--- config.mk ---
export PLATFORM = sky130hd
export DESIGN_NAME = dsp_wdata_channel
export DESIGN_NICKNAME = d
export VERILOG_FILES = /design/src/rtl/dsp_wdata_channel.sv
export SDC_FILE = /design/constraint.sdc
export NUM_CORES = 1
export LEC_CHECK = 0
export BUFFER_PORTS_ARGS = -buffer_cell sky130_fd_sc_hd__buf_4
export CAP_MARGIN = 25
export CORE_ASPECT_RATIO = 1.2
export CORE_MARGIN = 2
export CORE_UTILIZATION = 65
export DETAILED_ROUTE_END_ITERATION = 12
export PLACE_DENSITY = 0.86
export SYNTH_ARGS = -nofsm -noshare
export SYNTH_HDL_FRONTEND = slang
export SYNTH_SLANG_ARGS = --single-unit
--- constraint.sdc ---
create_clock -name ACLK_i -period 7.6 [get_ports ACLK_i]
set_input_delay 0.76 -clock ACLK_i [delete_from_list [all_inputs] [get_ports ACLK_i]]
set_output_delay 0.76 -clock ACLK_i [all_outputs]
set_load 0.01 [all_outputs]
--- src/rtl/dsp_wdata_channel.sv ---
// ---------------------------------------------------------------------------
// dsp_wdata_channel
//
// Write-data dispatcher on the slave-interface side of the interconnect.
// Master W beats are buffered in a FIFO; each burst is steered to the slave
// selected by the AW dispatcher. When the WLAST beat is accepted by the
// slave, a one-cycle pulse tells the AW dispatcher to pop its routing entry.
//
// Ports:
//   ACLK_i              clock
//   ARESET_i            synchronous, active-high reset
//   m_W*_i / m_WREADY_o master W channel (data, strobes, last, valid/ready)
//   sa_W*_o             per-slave W channel, flattened with slave 0 in LSBs;
//                       data/strb/last are broadcast, only WVALID is steered
//   sa_WREADY_i         per-slave ready
//   dsp_AW_slv_id_i     target slave of the oldest pending AW
//   dsp_AW_disable_i    high when no AW route is pending
//   dsp_AW_shift_en_o   pulse: pop the AW routing entry
//
// Optional feature (macro DSP_WDATA_LEN_CHECK_EN):
//   dsp_AW_len_i        AWLEN of the routed burst, sampled on IDLE->BURST
//   wlast_err_o         sticky flag: WLAST position disagrees with AWLEN
// ---------------------------------------------------------------------------
module dsp_wdata_channel #(
    parameter int unsigned SLV_AMT         = 2,
    parameter int unsigned DATA_WIDTH      = 32,
    parameter int unsigned SLV_ID_W        = (SLV_AMT > 1) ? $clog2(SLV_AMT) : 1,
    parameter int unsigned DSP_WDATA_DEPTH = 16
) (
    input  logic                               ACLK_i,
    input  logic                               ARESET_i,
    input  logic [DATA_WIDTH-1:0]              m_WDATA_i,
    input  logic [DATA_WIDTH/8-1:0]            m_WSTRB_i,
    input  logic                               m_WLAST_i,
    input  logic                               m_WVALID_i,
    output logic                               m_WREADY_o,
    output logic [DATA_WIDTH*SLV_AMT-1:0]      sa_WDATA_o,
    output logic [(DATA_WIDTH/8)*SLV_AMT-1:0]  sa_WSTRB_o,
    output logic [SLV_AMT-1:0]                 sa_WLAST_o,
    output logic [SLV_AMT-1:0]                 sa_WVALID_o,
    input  logic [SLV_AMT-1:0]                 sa_WREADY_i,
    input  logic [SLV_ID_W-1:0]                dsp_AW_slv_id_i,
    input  logic                               dsp_AW_disable_i,
    output logic                               dsp_AW_shift_en_o
`ifdef DSP_WDATA_LEN_CHECK_EN
    ,
    input  logic [7:0]                         dsp_AW_len_i,
    output logic                               wlast_err_o
`endif
);

    localparam int unsigned StrbW  = DATA_WIDTH / 8;
    localparam int unsigned PtrW   = $clog2(DSP_WDATA_DEPTH);
    localparam int unsigned EntryW = DATA_WIDTH + StrbW + 1;

    typedef enum logic {
        StIdle,
        StBurst
    } state_e;

    logic [EntryW-1:0]     mem [DSP_WDATA_DEPTH];
    logic [PtrW:0]         wr_ptr;
    logic [PtrW:0]         rd_ptr;
    state_e                state;
    logic [SLV_ID_W-1:0]   cur_slv;

    logic                  full;
    logic                  empty;
    logic                  push;
    logic                  pop;
    logic [EntryW-1:0]     head;
    logic [DATA_WIDTH-1:0] head_data;
    logic [StrbW-1:0]      head_strb;
    logic                  head_last;

    // FIFO status: pointers carry a wrap bit above the index bits.
    assign full  = (wr_ptr[PtrW] != rd_ptr[PtrW]) &&
                   (wr_ptr[PtrW-1:0] == rd_ptr[PtrW-1:0]);
    assign empty = (wr_ptr == rd_ptr);

    // Ready depends only on FIFO state and reset, never on slave readiness.
    assign m_WREADY_o = ~full & ~ARESET_i;
    assign push       = m_WVALID_i & m_WREADY_o;

    assign head      = mem[rd_ptr[PtrW-1:0]];
    assign head_data = head[EntryW-1 -: DATA_WIDTH];
    assign head_strb = head[StrbW:1];
    assign head_last = head[0];

    assign sa_WDATA_o = {SLV_AMT{head_data}};
    assign sa_WSTRB_o = {SLV_AMT{head_strb}};
    assign sa_WLAST_o = {SLV_AMT{head_last}};

    // Steer valid to the latched slave only; an out-of-range index matches no
    // slot, so nothing is offered and the FIFO stalls.
    always_comb begin
        sa_WVALID_o = '0;
        pop         = 1'b0;
        for (int i = 0; i < int'(SLV_AMT); i++) begin
            if (state == StBurst && !empty && cur_slv == SLV_ID_W'(i)) begin
                sa_WVALID_o[i] = 1'b1;
                pop            = sa_WREADY_i[i];
            end
        end
    end

    assign dsp_AW_shift_en_o = pop & head_last;

    always_ff @(posedge ACLK_i) begin
        if (push) begin
            mem[wr_ptr[PtrW-1:0]] <= {m_WDATA_i, m_WSTRB_i, m_WLAST_i};
        end
    end

    always_ff @(posedge ACLK_i) begin
        if (ARESET_i) begin
            wr_ptr  <= '0;
            rd_ptr  <= '0;
            state   <= StIdle;
            cur_slv <= '0;
        end else begin
            if (push) begin
                wr_ptr <= wr_ptr + (PtrW+1)'(1);
            end
            if (pop) begin
                rd_ptr <= rd_ptr + (PtrW+1)'(1);
            end
            case (state)
                StIdle: begin
                    // Route acceptance does not wait for data in the FIFO.
                    if (!dsp_AW_disable_i) begin
                        cur_slv <= dsp_AW_slv_id_i;
                        state   <= StBurst;
                    end
                end
                StBurst: begin
                    if (dsp_AW_shift_en_o) begin
                        state <= StIdle;
                    end
                end
                default: state <= StIdle;
            endcase
        end
    end

`ifdef DSP_WDATA_LEN_CHECK_EN
    logic [7:0] beat_cnt;
    logic [7:0] burst_len;

    // beat_cnt holds the number of beats already accepted in this burst, so
    // the WLAST beat must arrive exactly when beat_cnt equals AWLEN.
    always_ff @(posedge ACLK_i) begin
        if (ARESET_i) begin
            beat_cnt    <= '0;
            burst_len   <= '0;
            wlast_err_o <= 1'b0;
        end else begin
            if (state == StIdle && !dsp_AW_disable_i) begin
                burst_len <= dsp_AW_len_i;
                beat_cnt  <= '0;
            end else if (pop) begin
                beat_cnt <= beat_cnt + 8'd1;
                if (head_last != (beat_cnt == burst_len)) begin
                    wlast_err_o <= 1'b1;
                end
            end
        end
    end
`endif

`ifndef SYNTHESIS
    localparam logic [SLV_ID_W:0] SlvAmtW = (SLV_ID_W+1)'(SLV_AMT);

    always @(posedge ACLK_i) begin
        if (!ARESET_i && state == StBurst) begin
            assert ({1'b0, cur_slv} < SlvAmtW)
            else $error("dsp_wdata_channel: routed slave index %0d out of range", cur_slv);
        end
    end
`endif

endmodule

# == Word-level counts from Yosys, hierarchy flattened ==
# Memory sizes are Yosys's and may differ from the RTL's. A register that Yosys moved wholly into a read port is not among the register bits.
# Index checks and enable logic that the tools add are counted.
# word_totals
ff_bits,12
ramBits,592
out_inout_bits,78
wordCells,35
memories,1
# op_classes
add_sub_neg,2
eq_ne,3
mux,11
bitwise,8
n_reduce_logical,6
# memory_table
memory,depth,word_bits,read_ports,rd_clocked_by_memory_dff,wr,line,text
mem,16,37,1,1,1,61,logic [EntryW-1:0] mem [DSP_WDATA_DEPTH];
# ops
cell,count
5-bit by 1-bit adder with 5-bit output (second input constant),2
1-bit 2-to-1 mux,8
4-bit 2-to-1 mux,2
5-bit equality test,1
1-bit NOT,5
4-bit equality test,1
1-bit logical AND,4
1-bit AND,3
1-bit one-hot mux with 2 select lines,1
2-bit AND reduction,1
1-bit logical NOT,1
1-bit != test,1

# == Depth between registers and ports, before layout ==
# Gate-level depths: netlist of the first run.
# depth
ltp_word,9
depth_mapped,7
ltp_nobuf,4

# == Worst setup path before layout of the first run ==
# OpenSTA, ideal clock, no wires.
# synth_path
kind,register -> register
startpoint,register wr_ptr[4]
endpoint,"memory mem[3][0] in the netlist's numbering, enable pin"
setup_ns,0.524
arrival_time_ns,4.702
t_required_ns,7.076
slack_ns,2.374
path_stages_with_launch,5
path_cell_list,dfxtp_1 xnor2_1 o21ai_1 buf_2 nor4_1
# synth_between
elab_chain_len,7
# synth_rtl
item,line,text
start: declaration,62,logic [PtrW:0] wr_ptr;
start signal: assignment,123,wr_ptr <= wr_ptr + (PtrW+1)'(1);
1-bit != test,77,assign full = (wr_ptr[PtrW] != rd_ptr[PtrW]) &&
1-bit logical AND,77,
1-bit NOT,82,assign m_WREADY_o = ~full & ~ARESET_i;
1-bit AND,82,
1-bit AND,83,assign push = m_WVALID_i & m_WREADY_o;
1-bit 2-to-1 mux,110,if (push) begin
1-bit 2-to-1 mux (implied by the code),111,"mem[wr_ptr[PtrW-1:0]] <= {m_WDATA_i, m_WSTRB_i, m_WLAST_i};"
end: declaration,61,
# Every way passes these cells.

==> implementation parameters, run 1 <==
Parameter                              Value

Final layout
  Utilization of the core after routing ... between 70 and 80%
  Share of final-layout standard cells stronger than drive strength 1 ... roughly 39%
  Layout Cells excl Fill ... 1,620
  Net count of the finished layout ... between 1,000 and 1,500
  Number of fill cells ... around 1,900
  Area growth from synthesis to layout ... 13.3%

Place
  Routability congestion estimate from global placement ... 0.773
  Dpl hpwl ... 26,000 µm
  Cells after DPL ... 1,519
  PortBufs ... 121

Clock network
  Clock input transition at the sequential cells of the worst setup and hold paths ... roughly 0.070 ns
  CTS HTree Levels ... 2
  Insertion delay of the later-clocked pin in the worst-skew pair ... slightly below 0.6 ns
  Total CTS buffers ... 54
  Number of setup buffers added after CTS ... 0
  CTS Hold Bufs ... 0
  Number of buffers between clock root and the deepest sink ... 3
  Clock sink count ... slightly above 600
  Root cell of the clock tree ... sky130_fd_sc_hd__clkbuf_16
  Post_cts resized ... 0
  CTS tree ... built

Worst setup path
  Start-to-end type of the worst setup path ... flip-flop to output pin
  Worst path arrival time ... 3.56 ns
  Type of element capturing the critical path ... output pin
  Startpoint of the worst register-to-register path ... wr_ptr[3]$_SDFFE_PP0P_
  Element type at the critical path start ... flip-flop
  Max FO, Critical Path ... 39
  Worst EP required ... 6.84 ns

Synth
  Number of distinct standard cells referenced by the synthesized netlist ... 38
  Ys async rst share ... 0%
  Number of instances in the synthesized netlist ... ~1,000
  Total standard cell area after synthesis ... roughly 0.023 mm²
  Synth Warn # ... 0
  Synthesized Nets ... a little over 1,000
  Number of flops mapped to enable cells by yosys ... 592
  Top-area cell type share of the netlist area ... 75.8%
  Average size of a mapped cell ... 23.9 µm²
  Flops & latches, synth ... 608
  Top cell type by total area after synthesis ... sky130_fd_sc_hd__edfxtp_1
  Sequential fraction of the synthesis area ... around 77%
  Ys flop type ... sky130_fd_sc_hd__edfxtp_1
  Ranking of synthesized cells by area ... sky130_fd_sc_hd__edfxtp_1 76%, sky130_fd_sc_hd__mux4_2 18%, sky130_fd_sc_hd__dfxtp_1 1.4%, sky130_fd_sc_hd__buf_4 1.2%, sky130_fd_sc_hd__buf_6 0.38%

Status
  Result of the run ... finished clean

Routing
  Average routed wire per standard cell ... roughly 34 µm
  Post-detailed-route count of antenna-violating nets ... 0
  Drt via density ... around 7
  Violation count after the first detailed-routing iteration ... ~1,600
  Wire length after detailed routing ... roughly 55,000 µm
  Detailed-route DRC error count ... 0
  Number of iterations in the first detailed-routing pass ... 5
  Overall via count from detail_route ... between 10,000 and 15,000

Die
  Width of the die ... 177 µm
  Number of rows created at floorplan ... 76
  Core ar. ... approximately 0.036 mm²
  Die outline area ... about 0.038 mm²
  Chip Height ... 212 µm
  Number of primary I/O pins ... 122
  Initial cell density of the core ... 65.6%

Power
  Peak supply drop ... between 0.0002 and 0.00025 V
  Overall power ... between 6 and 7 mW
  Leakage power of the design ... 8.26 nW
  Power per cell area ... between 200 and 300 mW/mm²

STA
  Worst Tran Pin Value ... 0.972 ns
  Final critical-path required period ... 4.32 ns
  Endpoints failing setup ... 0
  Final count of pins violating max slew ... 0
  Max-Slew Margin vs Limit ... between 30% and 40%
  Setup repair after global routing missed its margin ... no
  Worst clock skew ... about 0.013 ns
  Total Negative Setup Slacks ... 0 ns
  Post-route fraction of the period consumed by the critical path ... a little under three fifths
  Count of final hold-check violations ... 0
  Achievable clock frequency ... 232 MHz

Job
  Max-cap viol count ... 0

Global routing
  Largest net degree at the start of global routing ... 70
  Initial antenna violation count ... 2
  Global-route wire length before repair ... ~78,000 µm
  Vias in the first global route ... around 11,000
  Total global-route track usage ... between 20% and 30%
  Leftover overflow at the end of global routing ... 0

Worst hold path
  Kind of path behind the tightest hold check ... input pin to flip-flop
  Source of the worst hold timing path ... dsp_AW_slv_id_i
==> per-stage QoR <==
| step | hold WS (ns) | cell area [µm²] | setup slack, ns |
|---|---|---|---|
| after floorplan | 0.492 | 23500 | 2.37 |
| after global placement | 0.525 | 24800 | 3.81 |
| after detailed placement | 0.555 | 24800 | 3.78 |
| after CTS | 0.412 | 26600 | 3.17 |
| after global routing | 0.427 | 26600 | 3.01 |
| final | 0.426 | 26600 | 3.28 |
==> layout make-up <==
type	count	area, µm²	share of cell area, %
diodes	1	2.50	0.00941
clock buffers	60	1400	5.25
clock inverters	39	353	1.33
inverters	6	22.5	0.0847
multi-input cells	282	4900	18.4
flip-flops and latches	608	18100	68.1
well taps	468	586	2.20
repair buffers	156	1210	4.56
==> state kept, by name, indices dropped and copies added, names as in the netlist, named ones only <==
name,flops
wr_ptr,5
mem,592
state,1
rd_ptr,5
cur_slv,1
==> worst max-delay path: stages, from the launching register on <==
cell and delay (ns):
sky130_fd_sc_hd__dfxtp_4 0.87, sky130_fd_sc_hd__buf_4 0.73, sky130_fd_sc_hd__mux4_2 0.61, sky130_fd_sc_hd__mux4_2 0.52, sky130_fd_sc_hd__buf_4 0.17
==> where the power goes <==
part | internal (mW) | switching, mW
combinational | 0.157 | 0.173
sequential | 3.70 | 0.0205
clock | 1.53 | 1.23
==> cells in the mapped netlist (6+ instances only) <==
library cell,number
sky130_fd_sc_hd__nor4_1,8
sky130_fd_sc_hd__a21oi_1,6
sky130_fd_sc_hd__nand2_1,12
sky130_fd_sc_hd__nor2_1,9
sky130_fd_sc_hd__buf_2,17
sky130_fd_sc_hd__buf_6,8
sky130_fd_sc_hd__buf_4,37
sky130_fd_sc_hd__clkbuf_1,17
sky130_fd_sc_hd__nor3_1,10
sky130_fd_sc_hd__mux4_2,184
sky130_fd_sc_hd__mux2_2,6
sky130_fd_sc_hd__edfxtp_1,592
sky130_fd_sc_hd__dfxtp_1,16
==> path summary, 6_finish.rpt <==
kind / cells past startpoint / to / slack [ns]
setup / recovery: 4 / sa_WDATA_o[44] / 3.28
hold / removal: 3 / cur_slv$_SDFFE_PP0P_ / 0.43
setup reg to reg: 6 / mem[11][14]$_DFFE_PP_ / 4.16
hold reg to reg: 2 / cur_slv$_SDFFE_PP0P_ / 0.56
==> cells in the final DEF (no fill, tap or decap), types with 4 or more instances in the layout <==
| cell type | n |
|---|---|
| sky130_fd_sc_hd__edfxtp_1 | 592 |
| sky130_fd_sc_hd__mux4_2 | 184 |
| sky130_fd_sc_hd__buf_4 | 152 |
| sky130_fd_sc_hd__clkbuf_16 | 55 |
| sky130_fd_sc_hd__clkinv_2 | 19 |
| sky130_fd_sc_hd__nand2_1 | 12 |
| sky130_fd_sc_hd__dfxtp_1 | 12 |
| sky130_fd_sc_hd__nor2_1 | 9 |
| sky130_fd_sc_hd__clkinv_1 | 9 |
| sky130_fd_sc_hd__nor3_2 | 8 |
| sky130_fd_sc_hd__nor4_2 | 8 |
| sky130_fd_sc_hd__mux2_2 | 6 |
| sky130_fd_sc_hd__a21oi_1 | 6 |
| sky130_fd_sc_hd__bufinv_16 | 6 |
| sky130_fd_sc_hd__inv_1 | 5 |
| sky130_fd_sc_hd__xnor2_1 | 5 |
| sky130_fd_sc_hd__nor2b_1 | 5 |
| sky130_fd_sc_hd__ha_1 | 5 |
| sky130_fd_sc_hd__clkbuf_1 | 5 |
| sky130_fd_sc_hd__mux2i_1 | 4 |
| sky130_fd_sc_hd__nand4_1 | 4 |
| sky130_fd_sc_hd__clkinvlp_4 | 4 |
==> cell families (layout without fill, tap and decap cells) <==
group / after synthesis / count (layout) / synth area share [%]
DFF: 608 / 608 / 77.1
adders and majority gates: 5 / 5 / 0.267
and+or+nand+nor: 54 / 54 / 1.19
other: 0 / 1 / 0
xor gates and xnor gates: 6 / 6 / 0.224
muxes: 197 / 197 / 18.3
AOI/OAI and AO/OA: 20 / 20 / 0.565
buffers and inverters: 90 / 261 / 2.38
==> routing by layer <==
layer	up-vias	routed length (µm)	GRT usage (%)	part of all wire (%)
met3	123	5050	5.24	9.2
li1	4411	-	-	-
met5	-	13	0	0.024
met4	2	1740	11.6	3.2
met1	5854	19200	39.9	35
met2	806	28800	48.4	53
(Power assumes the default switching activity.)
==> inputs of run 2 (changes only) <==
--- a/config.mk
+++ b/config.mk
@@ -9,9 +9,9 @@
 export CAP_MARGIN = 25
 export CORE_ASPECT_RATIO = 1.2
 export CORE_MARGIN = 2
-export CORE_UTILIZATION = 65
+export CORE_UTILIZATION = 61
 export DETAILED_ROUTE_END_ITERATION = 12
-export PLACE_DENSITY = 0.86
+export PLACE_DENSITY = 0.81
 export SYNTH_ARGS = -nofsm -noshare
 export SYNTH_HDL_FRONTEND = slang
 export SYNTH_SLANG_ARGS = --single-unit
==> constraint.sdc (replaced) <==
create_clock -name ACLK_i -period 4.05 [get_ports ACLK_i]
set_input_delay 0.405 -clock ACLK_i [delete_from_list [all_inputs] [get_ports ACLK_i]]
set_output_delay 0.405 -clock ACLK_i [all_outputs]
set_load 0.01 [all_outputs]
==> implementation parameters, run 2 (synthesized netlist as in run 1, its figures left out) <==
Parameter                              Value

Final layout
  Layout Cells excl Fill ... 1,641 (+1.3%)
  Leading cell type in the layout, fill and taps excluded ... sky130_fd_sc_hd__edfxtp_1
  Area of the multi-input gates ... 0.00490 mm² (unchanged)
  Area growth from synthesis to layout ... 14.1%
  Share of final-layout standard cells stronger than drive strength 1 ... 39.5% (+0.21 points)
  Utilization of the core after routing ... 70.7% (-3.6 points)
  Seq. cell area ... 0.0181 mm² (unchanged)
  Number of fill cells ... 2,162 (+15%)
  Commonest cells after routing, fill and taps aside ... 592 x sky130_fd_sc_hd__edfxtp_1, 184 x sky130_fd_sc_hd__mux4_2, 158 x sky130_fd_sc_hd__buf_4
  Flip-flop count of the largest register after layout ... 592 (unchanged)
  Net count of the finished layout ... 1,165 (+0.69%)

Die
  Die outline area ... 0.0401 mm² (+6.4%)
  Core ar. ... 0.0379 mm² (+5.9%)
  Number of rows created at floorplan ... 78 (+2.6%)
  Number of primary I/O pins ... 122 (unchanged)
  Chip Height ... 219 µm (+3.2%)
  Width of the die ... 183 µm (+3.2%)
  Initial cell density of the core ... 62.0% (-3.7 points)

Global routing
  Vias in the first global route ... 11,400 (-0.74%)
  Initial antenna violation count ... 3 (+1)
  Largest net degree at the start of global routing ... 56 (-20%)
  Global-route wire length before repair ... 76,600 µm (-1.2%)
  Total global-route track usage ... 27.3% (-2.0 points)
  Leftover overflow at the end of global routing ... 0 (unchanged)

Routing
  Met3 wire length ... 4450 µm (-12%)
  Uppermost routed layer ... met5
  Routed wire length on met2 ... 27,900 µm (-3.3%)
  Overall via count from detail_route ... 11,000 (-2.0%)
  Detailed-route DRC error count ... 0 (unchanged)
  Average routed wire per standard cell ... 32.3 µm (-4.5%)
  Number of iterations in the first detailed-routing pass ... 5 (unchanged)
  Met1 Routed Length ... 18,700 µm (-2.6%)
  Drt via density ... 6.69 (-3.3%)
  Post-detailed-route count of antenna-violating nets ... 0 (unchanged)
  Wire length after detailed routing ... 53,000 µm (-3.3%)
  Violation count after the first detailed-routing iteration ... 1,452 (-6.6%)

Worst setup path
  Worst EP required ... 3.64 ns (-3.20 ns)
  Reg-to-reg slack, setup ... 1.13 ns (-3.03 ns)
  Worst path arrival time ... 3.16 ns (-0.40 ns)
  End point of the critical path ... sa_WDATA_o[3]
  Reg2reg path depth ... 6 (unchanged)
  Terminus of the critical flop-to-flop path ... mem[5][12]$_DFFE_PP_
  Startpoint of the worst register-to-register path ... wr_ptr[3]$_SDFFE_PP0P_
  Max FO, Critical Path ... 29 (-26%)
  Type of element capturing the critical path ... output pin
  Element type at the critical path start ... flip-flop
  Start-to-end type of the worst setup path ... flip-flop to output pin

Clock network
  Total CTS buffers ... 55 (+1.9%)
  Clock sink count ... 608 (unchanged)
  CTS HTree Levels ... 2 (unchanged)
  CTS tree ... built
  Root cell of the clock tree ... sky130_fd_sc_hd__clkbuf_16
  Number of buffers between clock root and the deepest sink ... 3 (unchanged)
  Post_cts resized ... 0 (unchanged)
  Insertion delay of the later-clocked pin in the worst-skew pair ... 0.60 ns (about the same)
  Number of setup buffers added after CTS ... 0 (unchanged)
  CTS Hold Bufs ... 0 (unchanged)
  Clock input transition at the sequential cells of the worst setup and hold paths ... 0.06 ns (about the same)

STA
  Count of final hold-check violations ... 0 (unchanged)
  Final count of pins violating max slew ... 0 (unchanged)
  Post-route fraction of the period consumed by the critical path ... between 80% and 90%
  Max-Slew Margin vs Limit ... 47.9% (+13 points)
  Achievable clock frequency ... between 200 and 300 MHz
  Worst clock skew ... 0.0190 ns (+0.00577 ns)
  Final critical-path required period ... between 3 and 4 ns
  Worst Tran Pin Value ... 0.782 ns (-0.190 ns)
  Setup repair after global routing missed its margin ... no
  Endpoints failing setup ... 0 (unchanged)

Power
  Overall power ... 13.0 mW (+90%)
  Peak supply drop ... 0.000397 V (+66%)
  Power per cell area ... 484 mW/mm² (+89%)
  Leakage power of the design ... 8.34 nW (+0.96%)

Place
  Routability congestion estimate from global placement ... 0.769 (-0.61%)
  Cells after DPL ... 1,539 (+1.3%)
  PortBufs ... 121 (unchanged)
  Dpl hpwl ... 26,900 µm (+3.4%)

Job
  Max-cap viol count ... 0 (unchanged)

Status
  Result of the run ... finished clean

Worst hold path
  Kind of path behind the tightest hold check ... input pin to flip-flop
-- run 2: layout make-up --
type / instances / area share, %
antenna: 1 / 0.00934
clock buffer: 63 / 5.29
inverter: 6 / 0.0841
timing repair buffer: 163 / 4.80
sequential: 608 / 67.6
tap: 480 / 2.24
clock inverter: 38 / 1.64
multi-input combinational: 282 / 18.3
-- run 2: worst max-delay path: stages, from the launching register on --
cell,delay [ns]
sky130_fd_sc_hd__dfxtp_4,0.79
sky130_fd_sc_hd__buf_4,0.42
sky130_fd_sc_hd__mux4_2,0.60
sky130_fd_sc_hd__mux4_2,0.55
sky130_fd_sc_hd__buf_4,0.18
-- run 2: per-stage QoR --
stage                     TNS [ns]  hold slack, ns  worst slack [ns]  instance area [µm²]
final                            0          0.0700             0.482                26800
after detailed placement         0           0.529              1.16                24900
after floorplan            -371.90           0.492             -1.18                23500
after global routing             0          0.0783             0.353                26800
after global placement           0           0.520              1.18                24900
after CTS                        0          0.0484             0.418                26800
-- run 2: layer usage --
metal / track usage [%] / vias up
li1: - / 4437
met3: 4.81 / 133
met1: 36.2 / 5742
met4: 10.9 / 4
met2: 46.0 / 656
met5: 0 / -
-- run 2: where the power goes --
group | internal, mW | switching [mW] | leakage (nW) | total (mW)
sequential | 6.94 | 0.0345 | 5.47 | 6.98
combinational | 0.302 | 0.326 | 1.97 | 0.628
clock | 3.09 | 2.26 | 0.902 | 5.35
-- run 2: worst min-delay path by stage --
| stage | start | endpoint | slack [ns] | cells after the start |
|---|---|---|---|---|
| 2_1_floorplan | rd_ptr[1]$_SDFFE_PP0N_ | flip-flop | 0.49 | 2 |
| 3_3_place_gp | cur_slv$_SDFFE_PP0P_ | cur_slv$_SDFFE_PP0P_ | 0.52 | 2 |
| 3_5_place_dp | cur_slv$_SDFFE_PP0P_ | cur_slv$_SDFFE_PP0P_ | 0.53 | 2 |
| 4_1_cts | dsp_AW_slv_id_i | cur_slv$_SDFFE_PP0P_ | 0.05 | 3 |
| 5_1_grt | dsp_AW_slv_id_i | cur_slv$_SDFFE_PP0P_ | 0.08 | 3 |
| 6_report | dsp_AW_slv_id_i | cur_slv$_SDFFE_PP0P_ | 0.07 | 3 |
==> inputs of run 3 (changes only) <==
--- a/config.mk
+++ b/config.mk
@@ -7,11 +7,11 @@
 export LEC_CHECK = 0
 export BUFFER_PORTS_ARGS = -buffer_cell sky130_fd_sc_hd__buf_4
 export CAP_MARGIN = 25
-export CORE_ASPECT_RATIO = 1.2
+export CORE_ASPECT_RATIO = 2
 export CORE_MARGIN = 2
 export CORE_UTILIZATION = 61
 export DETAILED_ROUTE_END_ITERATION = 12
-export PLACE_DENSITY = 0.81
+export PLACE_DENSITY = 0.79
 export SYNTH_ARGS = -nofsm -noshare
 export SYNTH_HDL_FRONTEND = slang
 export SYNTH_SLANG_ARGS = --single-unit
==> implementation parameters, run 3 (synthesized netlist as in run 1, its figures left out) <==
Parameter                              Value

Die
  Number of primary I/O pins ... 122 (unchanged)
  Core ar. ... 0.0379 mm² (+0.12%)
  Die outline area ... 0.0402 mm² (+0.22%)
  Chip Height ... 281 µm (+29%)
  Initial cell density of the core ... 61.9% (-0.074 points)
  Width of the die ... 143 µm (-22%)
  Number of rows created at floorplan ... 101 (+29%)

STA
  Count of final hold-check violations ... 0 (unchanged)
  Achievable clock frequency ... 301 MHz (+7.4%)
  Worst clock skew ... 0.0124 ns (-0.00663 ns)
  Worst Tran Pin Value ... 0.828 ns (+0.0469 ns)
  Endpoints failing setup ... 0 (unchanged)
  Post-route fraction of the period consumed by the critical path ... 82.0% (-6.1 points)
  Final count of pins violating max slew ... 0 (unchanged)
  Final critical-path required period ... 3.32 ns (-0.247 ns)
  Setup repair after global routing missed its margin ... no
  Total Negative Setup Slacks ... 0 ns (unchanged)
  Smallest hold slack ... 0.0851 ns (+0.0151 ns)
  Max-Slew Margin vs Limit ... 44.8% (-3.1 points)

Routing
  Overall via count from detail_route ... 10,700 (-2.5%)
  Number of iterations in the first detailed-routing pass ... 5 (unchanged)
  Drt via density ... 6.67 (-0.21%)
  Post-detailed-route count of antenna-violating nets ... 0 (unchanged)
  Detailed-route DRC error count ... 0 (unchanged)
  Violation count after the first detailed-routing iteration ... 1,211 (-17%)
  Wire length after detailed routing ... 50,500 µm (-4.8%)
  Average routed wire per standard cell ... 31.5 µm (-2.5%)

Clock network
  Clock sink count ... 608 (unchanged)
  Insertion delay of the later-clocked pin in the worst-skew pair ... 0.57 ns (-0.03 ns)
  CTS tree ... built
  CTS Hold Bufs ... 0 (unchanged)
  Clock input transition at the sequential cells of the worst setup and hold paths ... 0.07 ns (about the same)
  CTS HTree Levels ... 2 (unchanged)
  Post_cts resized ... 0 (unchanged)
  Total CTS buffers ... 48 (-13%)
  Number of setup buffers added after CTS ... 0 (unchanged)
  Root cell of the clock tree ... sky130_fd_sc_hd__clkbuf_16
  Number of buffers between clock root and the deepest sink ... 3 (unchanged)

Job
  Max-cap viol count ... 0 (unchanged)

Worst setup path
  Reg-to-reg slack, setup ... 1.23 ns (+0.10 ns)
  Reg2reg path depth ... 6 (unchanged)
  Terminus of the critical flop-to-flop path ... mem[1][21]$_DFFE_PP_
  End point of the critical path ... sa_WDATA_o[56]
  Element type at the critical path start ... flip-flop
  Worst path arrival time ... 2.92 ns (-0.24 ns)
  Startpoint of the worst register-to-register path ... wr_ptr[3]$_SDFFE_PP0P_
  Worst EP required ... 3.64 ns (about the same)
  Max FO, Critical Path ... 41 (+41%)
  Type of element capturing the critical path ... output pin
  Start-to-end type of the worst setup path ... flip-flop to output pin

Final layout
  Seq. cell area ... 0.0181 mm² (unchanged)
  Area growth from synthesis to layout ... 12.3%
  Utilization of the core after routing ... 69.5% (-1.2 points)
  Layout Cells excl Fill ... 1,603 (-2.3%)
  Share of final-layout standard cells stronger than drive strength 1 ... 38.0% (-1.4 points)
  Commonest cells after routing, fill and taps aside ... 592 x sky130_fd_sc_hd__edfxtp_1, 184 x sky130_fd_sc_hd__mux4_2, 149 x sky130_fd_sc_hd__buf_4
  Leading cell type in the layout, fill and taps excluded ... sky130_fd_sc_hd__edfxtp_1
  Flip-flop count of the largest register after layout ... 592 (unchanged)
  Number of fill cells ... 2,196 (+1.6%)
  Net count of the finished layout ... 1,149 (-1.4%)
  Area of the multi-input gates ... 0.00490 mm² (unchanged)

Place
  Cells after DPL ... 1,513 (-1.7%)
  Dpl hpwl ... 25,100 µm (-6.5%)
  Routability congestion estimate from global placement ... 0.794 (+3.3%)
  PortBufs ... 121 (unchanged)

Global routing
  Total global-route track usage ... 26.2% (-1.1 points)
  Initial antenna violation count ... 2 (-1)
  Global-route wire length before repair ... 74,500 µm (-2.7%)
  Leftover overflow at the end of global routing ... 0 (unchanged)
  Vias in the first global route ... 11,400 (-0.38%)
  Largest net degree at the start of global routing ... 54 (-3.6%)

Status
  Result of the run ... finished clean

Worst hold path
  Kind of path behind the tightest hold check ... input pin to flip-flop

Power
  Power per cell area ... 463 mW/mm² (-4.3%)
  Leakage power of the design ... 8.12 nW (-2.6%)
  Peak supply drop ... 0.000334 V (-16%)
  Overall power ... 12.2 mW (-5.8%)
-- run 3: worst min path at each step --
stage                                 endpoint                   start  slack, ns  depth (start not counted)
after detailed placement             flip-flop  rd_ptr[1]$_SDFFE_PP0N_       0.55                          2
after global placement               flip-flop  rd_ptr[1]$_SDFFE_PP0N_       0.51                          2
after CTS                 cur_slv$_SDFFE_PP0P_         dsp_AW_slv_id_i       0.07                          3
after floorplan                      flip-flop  rd_ptr[1]$_SDFFE_PP0N_       0.49                          2
after global routing      cur_slv$_SDFFE_PP0P_         dsp_AW_slv_id_i       0.08                          3
final                     cur_slv$_SDFFE_PP0P_         dsp_AW_slv_id_i       0.09                          3
-- run 3: per-layer routing --
layer | part of all wire (%) | global-route usage (%)
met5 | 0 | 0
met4 | 3.3 | 9.37
met3 | 7.0 | 3.55
met2 | 54 | 45.6
met1 | 36 | 34.3
-- run 3: cell type report --
| class | instances | share of cell area, % |
|---|---|---|
| Sequential cell | 608 | 68.7 |
| Multi-Input combinational cell | 282 | 18.6 |
| Clock buffer | 60 | 4.81 |
| Timing Repair Buffer | 154 | 4.63 |
| Tap cell | 463 | 2.20 |
| Clock inverter | 28 | 0.917 |
| Inverter | 6 | 0.0855 |
| Antenna cell | 2 | 0.0190 |
-- run 3: critical path, cell delays in order (launching register included) --
cell and delay [ns]:
sky130_fd_sc_hd__dfxtp_4 0.61, sky130_fd_sc_hd__buf_12 0.36, sky130_fd_sc_hd__mux4_2 0.58, sky130_fd_sc_hd__mux4_2 0.55, sky130_fd_sc_hd__buf_4 0.18
-- run 3: power by group --
part / switching [mW] / total, mW / internal [mW]
clock network: 2.13 / 4.61 / 2.49
logic: 0.324 / 0.623 / 0.300
registers: 0.0286 / 6.97 / 6.94
total: 2.48 / 12.2 / 9.73
-- run 3: metrics by stage --
step / instance area, µm² / setup WS (ns)
after global placement: 24800 / 1.32
final: 26300 / 0.729
after floorplan: 23500 / -1.18
after global routing: 26300 / 0.583
after CTS: 26300 / 0.615
after detailed placement: 24800 / 1.26
